==> config.mk <==
export PLATFORM = sky130hd
export DESIGN_NAME = dual_port_ram_arbiter_flat
export DESIGN_NICKNAME = d
export VERILOG_FILES = /design/src/rtl/dual_port_ram_arbiter_if.sv /design/src/rtl/dual_port_ram_arbiter.sv /design/src/flat_wrapper.sv
export SDC_FILE = /design/constraint.sdc
export NUM_CORES = 1
export LEC_CHECK = 0
export ABC_AREA = 1
export CAP_MARGIN = 20
export CORE_AREA = 2 2 177 179
export DETAILED_ROUTE_END_ITERATION = 10
export DIE_AREA = 0 0 179 181
export MAX_ROUTING_LAYER = met4
export PLACE_DENSITY_LB_ADDON = 0.08
export SYNTH_ARGS = -nofsm -noshare
export SYNTH_HDL_FRONTEND = slang
export SYNTH_SLANG_ARGS = --single-unit
==> constraint.sdc <==
create_clock -name clock -period 3.85 [get_ports clock]
set_input_delay 0.77 -clock clock [delete_from_list [all_inputs] [get_ports clock]]
set_output_delay 0.77 -clock clock [all_outputs]
set_load 0.01 [all_outputs]
==> src/rtl/dual_port_ram_arbiter_if.sv <==
// Requester-side bus of dual_port_ram_arbiter.
// All per-requester fields are packed, requester i in slice i.
//   req_valid      request valid, one bit per requester
//   req_ready      grant; a transfer happens when valid & ready in the same cycle
//   req_write      1 = write, 0 = read
//   req_address    packed addresses, requester i at [i*ADDRESS_WIDTH +: ADDRESS_WIDTH]
//   req_writeData  packed write data, requester i at [i*DATA_WIDTH +: DATA_WIDTH]
//   resp_valid     one-cycle read-data pulse per requester
//   resp_readData  packed read data, valid lane only while its resp_valid is high
// master: the requesters (or a bench acting for them); slave: the arbiter.
interface dual_port_ram_arbiter_if #(
  parameter int DATA_WIDTH    = 32,
  parameter int ADDRESS_WIDTH = 8,
  parameter int NUM_REQ       = 4
);
  logic [NUM_REQ-1:0]               req_valid;
  logic [NUM_REQ-1:0]               req_ready;
  logic [NUM_REQ-1:0]               req_write;
  logic [NUM_REQ*ADDRESS_WIDTH-1:0] req_address;
  logic [NUM_REQ*DATA_WIDTH-1:0]    req_writeData;
  logic [NUM_REQ-1:0]               resp_valid;
  logic [NUM_REQ*DATA_WIDTH-1:0]    resp_readData;

  modport master (
    output req_valid, req_write, req_address, req_writeData,
    input  req_ready, resp_valid, resp_readData
  );

  modport slave (
    input  req_valid, req_write, req_address, req_writeData,
    output req_ready, resp_valid, resp_readData
  );
endinterface

==> src/rtl/dual_port_ram_arbiter.sv <==
// Shares one dual-port RAM (synchronous read, 1-cycle latency) among NUM_REQ
// requesters. Up to two requests are granted per cycle, round-robin, one per
// RAM port; read data returns one cycle after the grant. After reset the RAM
// can be zeroed two words per cycle before traffic is accepted.
// Ports:
//   clock               clock
//   reset               asynchronous, active-low reset
//   bus                 requester bus (slave side), see dual_port_ram_arbiter_if
//   init_done           1 once serving requests
//   writeEnable_0/1     RAM write enables
//   address_0/1         RAM addresses
//   writeData_0/1       RAM write data
//   readData_0/1        RAM read data, valid the cycle after the address
//
// state    | meaning
// ST_CLEAR | zeroing RAM, word pair {2k, 2k+1} per cycle, no grants
// ST_SERVE | round-robin arbitration of requests onto both RAM ports
module dual_port_ram_arbiter #(
  parameter int DATA_WIDTH     = 32,
  parameter int ADDRESS_WIDTH  = 8,
  parameter int NUM_REQ        = 4,
  parameter bit CLEAR_ON_RESET = 1'b1
) (
  input  logic                     clock,
  input  logic                     reset,
  dual_port_ram_arbiter_if.slave   bus,
  output logic                     init_done,
  output logic                     writeEnable_0,
  output logic [ADDRESS_WIDTH-1:0] address_0,
  output logic [DATA_WIDTH-1:0]    writeData_0,
  input  logic [DATA_WIDTH-1:0]    readData_0,
  output logic                     writeEnable_1,
  output logic [ADDRESS_WIDTH-1:0] address_1,
  output logic [DATA_WIDTH-1:0]    writeData_1,
  input  logic [DATA_WIDTH-1:0]    readData_1
);

  localparam int IW = (NUM_REQ > 1) ? $clog2(NUM_REQ) : 1;
  localparam int CW = ADDRESS_WIDTH - 1;
  localparam logic [CW-1:0] CLEAR_LAST = '1;

  typedef enum logic [0:0] {
    ST_CLEAR = 1'b0,
    ST_SERVE = 1'b1
  } state_t;

  localparam state_t RESET_STATE = CLEAR_ON_RESET ? ST_CLEAR : ST_SERVE;

  state_t          state_q, state_d;
  logic [CW-1:0]   clear_cnt_q, clear_cnt_d;
  logic            init_done_q, init_done_d;
  logic [IW-1:0]   ptr_q, ptr_d;
  logic [1:0]      rd_valid_q, rd_valid_d;
  logic [IW-1:0]   rd_id0_q, rd_id0_d;
  logic [IW-1:0]   rd_id1_q, rd_id1_d;

  logic [NUM_REQ-1:0]       req_valid_w;
  logic [NUM_REQ-1:0]       req_write_w;
  logic [ADDRESS_WIDTH-1:0] req_addr  [NUM_REQ];
  logic [DATA_WIDTH-1:0]    req_wdata [NUM_REQ];

  assign req_valid_w = bus.req_valid;
  assign req_write_w = bus.req_write;

  for (genvar gi = 0; gi < NUM_REQ; gi++) begin : g_unpack
    assign req_addr[gi]  = bus.req_address[gi*ADDRESS_WIDTH +: ADDRESS_WIDTH];
    assign req_wdata[gi] = bus.req_writeData[gi*DATA_WIDTH +: DATA_WIDTH];
  end

  function automatic logic [IW-1:0] inc_mod(input logic [IW-1:0] v);
    if (int'(v) == NUM_REQ - 1) begin
      return '0;
    end
    return v + 1'b1;
  endfunction

  // Round-robin scan from ptr_q: first valid requester -> port 0,
  // second valid requester -> port 1 candidate.
  logic          g0_found, g1_found, g1_issue;
  logic [IW-1:0] g0_idx, g1_idx, cand;

  always_comb begin
    g0_found = 1'b0;
    g1_found = 1'b0;
    g0_idx   = '0;
    g1_idx   = '0;
    cand     = '0;
    for (int o = 0; o < NUM_REQ; o++) begin
      cand = IW'((int'(ptr_q) + o) % NUM_REQ);
      if (req_valid_w[cand]) begin
        if (!g0_found) begin
          g0_found = 1'b1;
          g0_idx   = cand;
        end else if (!g1_found) begin
          g1_found = 1'b1;
          g1_idx   = cand;
        end
      end
    end
  end

  // Same address with a write on either side would make the port order
  // matter, so only the port-0 grant issues; the other retries next cycle.
  always_comb begin
    g1_issue = g1_found;
    if (g1_found && (req_addr[g0_idx] == req_addr[g1_idx]) &&
        (req_write_w[g0_idx] || req_write_w[g1_idx])) begin
      g1_issue = 1'b0;
    end
  end

  // RAM port drive and grants. Everything is masked while reset is low so
  // the outputs are quiet even when the reset state is ST_SERVE.
  logic [NUM_REQ-1:0]       ready_w;
  logic                     we0_w, we1_w;
  logic [ADDRESS_WIDTH-1:0] a0_w, a1_w;
  logic [DATA_WIDTH-1:0]    wd0_w, wd1_w;

  always_comb begin
    ready_w = '0;
    we0_w   = 1'b0;
    we1_w   = 1'b0;
    a0_w    = '0;
    a1_w    = '0;
    wd0_w   = '0;
    wd1_w   = '0;
    if (state_q == ST_CLEAR) begin
      we0_w = 1'b1;
      we1_w = 1'b1;
      a0_w  = {clear_cnt_q, 1'b0};
      a1_w  = {clear_cnt_q, 1'b1};
    end else begin
      if (g0_found) begin
        ready_w[g0_idx] = 1'b1;
        we0_w           = req_write_w[g0_idx];
        a0_w            = req_addr[g0_idx];
        wd0_w           = req_write_w[g0_idx] ? req_wdata[g0_idx] : '0;
      end
      if (g1_issue) begin
        ready_w[g1_idx] = 1'b1;
        we1_w           = req_write_w[g1_idx];
        a1_w            = req_addr[g1_idx];
        wd1_w           = req_write_w[g1_idx] ? req_wdata[g1_idx] : '0;
      end
    end
  end

  assign bus.req_ready  = ready_w & {NUM_REQ{reset}};
  assign writeEnable_0  = we0_w & reset;
  assign writeEnable_1  = we1_w & reset;
  assign address_0      = a0_w & {ADDRESS_WIDTH{reset}};
  assign address_1      = a1_w & {ADDRESS_WIDTH{reset}};
  assign writeData_0    = wd0_w & {DATA_WIDTH{reset}};
  assign writeData_1    = wd1_w & {DATA_WIDTH{reset}};
  assign init_done      = init_done_q & reset;

  // Read responses: the registered port/ID pair routes each RAM read port
  // to its requester lane in the cycle the RAM presents the data.
  logic [NUM_REQ-1:0]            resp_valid_w;
  logic [NUM_REQ*DATA_WIDTH-1:0] resp_data_w;

  always_comb begin
    resp_valid_w = '0;
    resp_data_w  = '0;
    for (int i = 0; i < NUM_REQ; i++) begin
      if (rd_valid_q[0] && (rd_id0_q == IW'(i))) begin
        resp_valid_w[i]                      = 1'b1;
        resp_data_w[i*DATA_WIDTH +: DATA_WIDTH] = readData_0;
      end
      if (rd_valid_q[1] && (rd_id1_q == IW'(i))) begin
        resp_valid_w[i]                      = 1'b1;
        resp_data_w[i*DATA_WIDTH +: DATA_WIDTH] = readData_1;
      end
    end
  end

  assign bus.resp_valid    = resp_valid_w;
  assign bus.resp_readData = resp_data_w;

  always_comb begin
    state_d     = state_q;
    clear_cnt_d = clear_cnt_q;
    init_done_d = init_done_q;
    ptr_d       = ptr_q;
    rd_valid_d  = '0;
    rd_id0_d    = '0;
    rd_id1_d    = '0;
    if (state_q == ST_CLEAR) begin
      clear_cnt_d = clear_cnt_q + 1'b1;
      if (clear_cnt_q == CLEAR_LAST) begin
        state_d     = ST_SERVE;
        init_done_d = 1'b1;
      end
    end else begin
      if (g0_found) begin
        rd_valid_d[0] = !req_write_w[g0_idx];
        rd_id0_d      = g0_idx;
        ptr_d         = inc_mod(g0_idx);
      end
      if (g1_issue) begin
        rd_valid_d[1] = !req_write_w[g1_idx];
        rd_id1_d      = g1_idx;
        ptr_d         = inc_mod(g1_idx);
      end
    end
  end

  always_ff @(posedge clock or negedge reset) begin
    if (!reset) begin
      state_q     <= RESET_STATE;
      clear_cnt_q <= '0;
      init_done_q <= !CLEAR_ON_RESET;
      ptr_q       <= '0;
      rd_valid_q  <= '0;
      rd_id0_q    <= '0;
      rd_id1_q    <= '0;
    end else begin
      state_q     <= state_d;
      clear_cnt_q <= clear_cnt_d;
      init_done_q <= init_done_d;
      ptr_q       <= ptr_d;
      rd_valid_q  <= rd_valid_d;
      rd_id0_q    <= rd_id0_d;
      rd_id1_q    <= rd_id1_d;
    end
  end

endmodule

==> src/flat_wrapper.sv <==
// flat-port wrapper written by rule: the top's interface ports become plain ports
module dual_port_ram_arbiter_flat 
#(
  parameter int DATA_WIDTH     = 32,
  parameter int ADDRESS_WIDTH  = 8,
  parameter int NUM_REQ        = 4,
  parameter bit CLEAR_ON_RESET = 1'b1
)
  (clock, reset, init_done, writeEnable_0, address_0, writeData_0, readData_0, writeEnable_1, address_1, writeData_1, readData_1, bus_req_valid, bus_req_write, bus_req_address, bus_req_writeData, bus_req_ready, bus_resp_valid, bus_resp_readData);
  dual_port_ram_arbiter_if #(.DATA_WIDTH(DATA_WIDTH), .ADDRESS_WIDTH(ADDRESS_WIDTH), .NUM_REQ(NUM_REQ)) bus_i ();
  input  logic clock;
  input  logic reset;
  output logic init_done;
  output logic writeEnable_0;
  output logic [ADDRESS_WIDTH-1:0] address_0;
  output logic [DATA_WIDTH-1:0] writeData_0;
  input  logic [DATA_WIDTH-1:0] readData_0;
  output logic writeEnable_1;
  output logic [ADDRESS_WIDTH-1:0] address_1;
  output logic [DATA_WIDTH-1:0] writeData_1;
  input  logic [DATA_WIDTH-1:0] readData_1;
  input wire logic [$bits(bus_i.req_valid)-1:0] bus_req_valid;
  input wire logic [$bits(bus_i.req_write)-1:0] bus_req_write;
  input wire logic [$bits(bus_i.req_address)-1:0] bus_req_address;
  input wire logic [$bits(bus_i.req_writeData)-1:0] bus_req_writeData;
  output wire logic [$bits(bus_i.req_ready)-1:0] bus_req_ready;
  output wire logic [$bits(bus_i.resp_valid)-1:0] bus_resp_valid;
  output wire logic [$bits(bus_i.resp_readData)-1:0] bus_resp_readData;
  assign bus_i.req_valid = bus_req_valid;
  assign bus_i.req_write = bus_req_write;
  assign bus_i.req_address = bus_req_address;
  assign bus_i.req_writeData = bus_req_writeData;
  assign bus_req_ready = bus_i.req_ready;
  assign bus_resp_valid = bus_i.resp_valid;
  assign bus_resp_readData = bus_i.resp_readData;
  dual_port_ram_arbiter #(.DATA_WIDTH(DATA_WIDTH), .ADDRESS_WIDTH(ADDRESS_WIDTH), .NUM_REQ(NUM_REQ), .CLEAR_ON_RESET(CLEAR_ON_RESET)) u_core (.clock(clock), .reset(reset), .bus(bus_i), .init_done(init_done), .writeEnable_0(writeEnable_0), .address_0(address_0), .writeData_0(writeData_0), .readData_0(readData_0), .writeEnable_1(writeEnable_1), .address_1(address_1), .writeData_1(writeData_1), .readData_1(readData_1));
endmodule
==> key figures, run 1 <==
Status
  – Status: complete, but fails checks
  – Failing checks: setup timing

Placed design
  – DP HPWL: 29,590 um
  – Gpl congestion: 0.9037
  – Port bufs: 452
  – DP Worst Slack: -1.231 ns

Yosys
  – Number of synthesized flops with an enable pin: 0
  – Avg Synthesized Cell Area: 5.310 um^2
  – Synthesis-stage register bit count: 17
  – Gate count of the mapped netlist: 1,162
  – Cell Area, Synth: 0.006170 mm^2
  – Syn nets: 1,407
  – Ys Warns: 0
  – FFs w/ async S/R, synth: 100.0%
  – Synth Flop Type: dfrtp_1
  – Seq/Total Area, Yosys: 6.895%
  – Unique cell type count in the Yosys netlist: 41

Layout
  – Layout cells sized above 1: 26.44%
  – Final Util: 44.71%
  – Most frequent cells in the layout: clkdlybuf4s50_1 (362), nor2_1 (174), o22ai_1 (160), inv_1 (150), nand2_1 (130)
  – Area grow syn2layout: 120.0%
  – Most common cell after layout, fill and taps aside: clkdlybuf4s50_1
  – # nets final: 1,948

Drt
  – Routed WL: 40,120 um
  – TritonRoute pass-1 iters: 5
  – Routed wire length per instance: 19.11 um
  – 1st-iter DRT viols: 449
  – DRC: 0
  – Vias per inst: 4.943
  – Routed Antenna Nets: 0
  – Via Count: 10,376

Clock tree
  – Clock buffer depth: 2
  – Hold-fix buffers at CTS: 0
  – Worst skew pair latency: 0.25 ns
  – H-Tree Depth: 1
  – Root buffer cell: clkbuf_16
  – Clock tree from TritonCTS: yes
  – Sink Count: 17
  – Clock slew at reported path FFs: 0.05 ns
  – Number of CTS-inserted buffers: 3

Pwr
  – Reg power frac: 10.7%
  – Switching Fraction: 43.62%
  – Leakage dissipation: 5.942 nW
  – Pint: 0.9419 mW
  – Net switching power: 0.7286 mW
  – Comb power frac: 76.8%
  – PwrDens: 123.1 mW/mm^2
  – Share of power burned in the clock network: 12.4%
  – Peak supply drop: 153.0 uV

STA
  – FMAX: 0.2322 GHz
  – Clock Skew: 0.004648 ns
  – Final Hold Violating Endpoints: 0
  – Minimum clock period: 4.307 ns
  – Final cycle utilization of the critical path: 111.9%
  – Final Max Slew Viols: 0
  – Relative slew slack: 58.94%
  – Final setup vio count: 75
  – Setup ws final: -0.4574 ns
  – RSZ-0062 raised after global routing: true
  – Worst slew pin tran: 0.6095 ns
  – Setup TNS: -18.31 ns

Worst setup path
  – Worst EP required: 3.08 ns
  – Crit path launch type: input pin
  – Worst setup EP type: primary output
  – Crit-path max FO: 7
  – Worst Path Class, Setup: input pin to primary output
  – CP arrival: 3.54 ns
  – CP dominant cell by count: nand2_1
  – CP max stage cell: clkbuf_16
  – Slowest stage delay, CP: 0.25 ns
  – Cell family with most CP delay: simple AND/OR/NAND/NOR gates
  – Buffers and inverters on the worst path: 9
  – Reg2Reg Setup Slack: 0.30 ns

GRT
  – Total track usage: 23.86%
  – GRT overflow: 0
  – Vias in the first global route: 10,454
  – Global-route wire length before repair: 58,820 um
  – Antenna violations before repair: 1
  – Largest net degree at the start of global routing: 56

Die
  – Starting density of the core: 20.33%
  – IO Count: 453
  – Core area: 0.03035 mm^2
  – Chip height: 181 um
  – Num rows: 64
  – Die X: 179 um
  – DIE AREA: 0.03240 mm^2

Hold path
  – Hold Crit Class: flip-flop to flip-flop

Run
  – Max cap viols: 0
## cell type report
class	instances	area (um^2)
diodes	1	2.502
inverters	164	635.6
fillers	3132	16780
clock buffers	3	75.07
multi-input cells	891	5443
clock inverters	1	7.507
repair buffers	626	6484
flip-flops and latches	17	427.9
well taps	396	495.5
## what timing repair did
item | 4_1_cts | 5_1_grt
setup buffers | 61 | 12
setup endpoints to repair | 86 | 89
gates cloned | 10 | 3
pin swaps | 52 | 45
resized for setup | 527 | 141
## final timing paths
path,endpoint,depth (start not counted),from
worst min-delay path,u_core.init_done_q$_DFFE_PN0P_,1,u_core.init_done_q$_DFFE_PN0P_
min in group asynchronous,u_core.clear_cnt_q[4]$_DFFE_PN0N_,2,reset
max in group asynchronous,u_core.ptr_q[1]$_DFFE_PN0P_,2,reset
worst max register to register,u_core.rd_id1_q[0]$_DFF_PN0_,28,u_core.ptr_q[0]$_DFFE_PN0P_
worst max-delay path,writeData_1[27],27,bus_req_valid[1]
worst min register to register,u_core.init_done_q$_DFFE_PN0P_,1,u_core.init_done_q$_DFFE_PN0P_
## worst reg2reg max path, delay by kind of cell, from the launching register on
kind	cells	cell delay (ns)
AND/OR/NAND/NOR	18	1.65
flip-flops	1	0.46
buffers and inverters	10	1.33
## power by group through the flow
stage	Combinational [mW]	Clock [mW]	Sequential [mW]
2_1_floorplan	0.541	0	0.182
3_3_place_gp	1.09	0	0.182
3_5_place_dp	1.09	0	0.182
4_1_cts	1.22	0.213	0.179
5_1_grt	1.39	0.218	0.179
6_report	1.28	0.208	0.179
## Yosys cell counts (8+ instances only)
master / count / area, um^2
nand3_1: 98 / 490.5
dfrtp_1: 17 / 425.4
nand2_2: 12 / 75.07
o32a_1: 32 / 320.3
inv_1: 156 / 585.6
o22ai_1: 160 / 1001
nand2_1: 160 / 600.6
ha_1: 11 / 137.6
nor2_1: 213 / 799.5
a21oi_1: 18 / 90.09
nor2_2: 30 / 187.7
clkbuf_1: 67 / 251.5
o21ai_0: 108 / 540.5
buf_2: 8 / 40.04
## flip-flops by register name (all words and copies together), names as in the netlist
signal / flops
u_core.init_done_q: 1
u_core.rd_id0_q: 2
u_core.ptr_q: 2
u_core.rd_id1_q: 2
u_core.state_q: 1
u_core.rd_valid_q: 2
u_core.clear_cnt_q: 7
## stage by stage
step / cell area, um^2 / instances / power (mW) / hold WS (ns)
CTS: 13030 / 2096 / 1.613 / 0.4789
global placement: 11740 / 2023 / 1.272 / 0.4553
floorplan: 6170 / 1162 / 0.7235 / 0.4419
finish: 13570 / 2099 / 1.671 / 0.4705
detailed placement: 11740 / 2023 / 1.271 / 0.4676
global route: 13570 / 2099 / 1.790 / 0.5058
## kinds of logic (layout without fill, tap and decap cells)
group	Yosys count	count (layout)	share of synthesized area, %
other	0	1	0
xor gates and xnor gates	5	5	0.7098
buffers and inverters	255	794	17.12
adders and majority gates	11	11	2.231
DFF	17	17	6.895
and+or+nand+nor	545	546	39.89
AOI/OAI and AO/OA	329	329	33.16
## layer usage
metal / vias up / part of all wire [%] / wire, um / GRT usage, %
met2: 459 / 51 / 20370 / 43.42
met5: - / 0 / 0 / -
met1: 4819 / 37 / 14750 / 24.92
li1: 5021 / - / - / -
met3: 77 / 8.1 / 3242 / 4.609
met4: 0 / 4.4 / 1762 / 9.593
No activity file was read; power rests on OpenSTA's default activity.
==> run 2, diff against run 1 <==
Settings changed: CORE_AREA 2 2 177 179 to 2 2 174 176, DIE_AREA 0 0 179 181 to 0 0 176 178, HOLD_SLACK_MARGIN set to 0.03.
Clock period 3.85 ns to 3.75 ns, I/O delays scaled along.
==> key figures, run 2 (synthesis gave the netlist of run 1 again) <==
Worst setup path
  – CP arrival: 3.45 ns (was 3.54 ns)
  – Crit Reg-Reg Startpoint: u_core.ptr_q[0]$_DFFE_PN0P_ (unchanged)
  – FF-to-FF path depth: 27 (was 28)
  – Worst setup EP type: primary output (unchanged)
  – Crit-path max FO: 6 (was 7)
  – Crit path launch type: input pin (unchanged)
  – Reg2Reg Setup Slack: 0.64 ns (was 0.30 ns)
  – Worst EP required: 3.00 ns (was 3.08 ns)
  – Worst Path Class, Setup: input pin to primary output (unchanged)
  – R2R Path End: u_core.rd_id1_q[0]$_DFF_PN0_ (unchanged)

Clock tree
  – Worst skew pair latency: 0.25 ns (about the same)
  – Clock buffer depth: 2 (unchanged)
  – H-Tree Depth: 1 (unchanged)
  – Hold-fix buffers at CTS: 0 (unchanged)
  – Number of CTS-inserted buffers: 3 (unchanged)
  – Root buffer cell: clkbuf_16 (unchanged)
  – Clock tree from TritonCTS: yes (unchanged)
  – Sink Count: 17 (unchanged)
  – Clock slew at reported path FFs: 0.05 ns (about the same)

Layout
  – Layout cells sized above 1: 27.32% (was 26.44%)
  – # diodes: 0 (was 1)
  – Most frequent cells in the layout: clkdlybuf4s50_1 (362), nor2_1 (173), o22ai_1 (160), inv_1 (151), nand2_1 (130) (was clkdlybuf4s50_1 (362), nor2_1 (174), o22ai_1 (160), inv_1 (150), nand2_1 (130))
  – Largest register FFs: 7 (unchanged)
  – Final Util: 46.04% (was 44.71%)
  – Most common cell after layout, fill and taps aside: clkdlybuf4s50_1 (unchanged)
  – Finished layout cell area: 0.01354 mm^2 (was 0.01357 mm^2)
  – Fin cells: 2,092 (was 2,099)
  – # nets final: 1,948 (unchanged)
  – Reg with most FFs: u_core.clear_cnt_q (unchanged)
  – Area grow syn2layout: 119.4% (was 120.0%)

Die
  – Core area: 0.02940 mm^2 (was 0.03035 mm^2)
  – Num rows: 63 (was 64)
  – IO Count: 453 (unchanged)
  – Die X: 176 um (was 179 um)
  – DIE AREA: 0.03133 mm^2 (was 0.03240 mm^2)
  – Starting density of the core: 20.98% (was 20.33%)
  – Chip height: 178 um (was 181 um)

Placed design
  – Placed instance area: 0.01170 mm^2 (was 0.01174 mm^2)
  – Dpl cells: 2,022 (was 2,023)
  – DP HPWL: 29,300 um (was 29,590 um)
  – Port bufs: 452 (unchanged)
  – Gpl congestion: 0.9048 (was 0.9037)

Hold path
  – Hold Crit Class: flip-flop to flip-flop (unchanged)
  – Hold Path Cell Cnt: 1 (unchanged)
  – Worst hold endpoint: u_core.init_done_q$_DFFE_PN0P_ (unchanged)
  – Hold Startpoint: u_core.init_done_q$_DFFE_PN0P_ (unchanged)

Drt
  – DRC: 0 (unchanged)
  – Routed WL: 39,640 um (was 40,120 um)
  – Routed Antenna Nets: 0 (unchanged)
  – Vias per inst: 4.973 (was 4.943)
  – 1st-iter DRT viols: 494 (was 449)
  – Routed wire length per instance: 18.95 um (was 19.11 um)
  – Via Count: 10,403 (was 10,376)
  – TritonRoute pass-1 iters: 5 (unchanged)

STA
  – Minimum clock period: 4.198 ns
  – RSZ-0062 raised after global routing: true (unchanged)
  – Final Max Slew Viols: 0 (unchanged)
  – Setup ws final: -0.4477 ns (was -0.4574 ns)
  – Final Hold Violating Endpoints: 0 (unchanged)
  – FMAX: 0.2382 GHz
  – Final setup vio count: 78 (was 75)
  – Worst hold slack: 0.4661 ns (was 0.4705 ns)
  – Worst slew pin tran: 0.5231 ns (was 0.6095 ns)
  – Final cycle utilization of the critical path: 111.9%
  – Clock Skew: 0.003827 ns (was 0.004648 ns)
  – Relative slew slack: 64.76% (was 58.94%)

Pwr
  – Leakage dissipation: 5.875 nW (was 5.942 nW)
  – Peak supply drop: 172.3 uV (was 153.0 uV)
  – PwrDens: 128.0 mW/mm^2 (was 123.1 mW/mm^2)

GRT
  – M3 GR Usage: 4.838% (was 4.609%)
  – Largest net degree at the start of global routing: 65 (was 56)
  – Vias in the first global route: 10,433 (was 10,454)
  – Global-route wire length before repair: 58,390 um (was 58,820 um)
  – Met2 usage: 42.88% (was 43.42%)
  – Met1 usage: 27.06% (was 24.92%)
  – Total track usage: 24.22% (was 23.86%)
  – Antenna violations before repair: 0 (was 1)
  – Top Usage Layer GRT: met2 (unchanged)
  – GRT overflow: 0 (unchanged)

Status
  – Failing checks: setup timing (unchanged)
  – Status: complete, but fails checks (unchanged)

Run
  – Max cap viols: 0 (unchanged)
[run 2: cell types whose count changed in the layout (fill, tap and decap cells not counted), sizes merged]
cell,change
clkbuf,+4
clkinvlp,-1
clkdlybuf4s15,+1
buf,-4
nand2,+1
dlygate4sd2,-1
diode,-1
[run 2: final cells by class]
type | count | area, um^2
clock buffers | 4 | 78.83
well taps | 390 | 488.0
repair buffers | 625 | 6350
inverters | 164 | 640.6
flip-flops and latches | 17 | 427.9
multi-input cells | 892 | 5553
fillers | 3037 | 15860
[run 2: metal layers]
metal  share of wire [%]  wire, um
met5                   0         0
met4                 4.2      1647
met3                 7.7      3071
met2                  50     19750
met1                  38     15170
[run 2: worst max path at each step]
stage | start | endpoint | slack, ns | cells past startpoint
6_report | bus_req_valid[0] | bus_req_ready[1] | -0.45 | 26
5_1_grt | bus_req_valid[3] | bus_req_ready[1] | -0.60 | 26
4_1_cts | bus_req_valid[0] | writeData_1[25] | -0.40 | 26
3_5_place_dp | bus_req_valid[1] | writeData_1[31] | -1.28 | 25
3_3_place_gp | bus_req_valid[1] | bus_req_ready[2] | -1.27 | 23
2_1_floorplan | bus_req_valid[2] | writeData_1[10] | 0.06 | 24
[run 2: critical path: stages]
cell,delay [ns]
buf_8,0.10
inv_6,0.05
nand2_2,0.05
nand3_2,0.08
nand2_4,0.08
ha_1,0.18
nand3b_1,0.17
nand2_2,0.09
nand2_4,0.05
nand3_4,0.12
buf_12,0.12
nand2_8,0.08
buf_4,0.16
nand2_1,0.05
nand3_1,0.09
nand2_2,0.10
inv_1,0.05
nand2_1,0.06
nand2_1,0.07
nor2_2,0.13
nand3_2,0.11
nand2_2,0.09
buf_4,0.15
o21ai_0,0.08
buf_4,0.14
clkdlybuf4s15_2,0.23
[run 2: timing repair]
| action | CTS | global route |
|---|---|---|
| setup endpoints to repair | 86 | 85 |
| setup buffers | 43 | 17 |
| resized for setup | 528 | 164 |
| gates cloned | 8 | 2 |
| pin swaps | 55 | 61 |
[run 2: report_power, final]
group / switching (mW) / internal [mW] / total, mW / leakage, nW
Combinational: 0.686 / 0.650 / 1.34 / 5.62
Clock: 0.0690 / 0.144 / 0.213 / 0.0382
Sequential: 0 / 0.184 / 0.184 / 0.220
Total: 0.755 / 0.978 / 1.73 / 5.88
[run 2: per-stage QoR]
step                setup WS (ns)  power [mW]  setup TNS, ns
detailed placement         -1.282       1.278         -96.39
floorplan                 0.06418      0.7428              0
global placement           -1.273       1.277         -95.31
global route              -0.6048       1.860         -34.47
CTS                       -0.4044       1.646         -18.18
finish                    -0.4477       1.733         -23.92
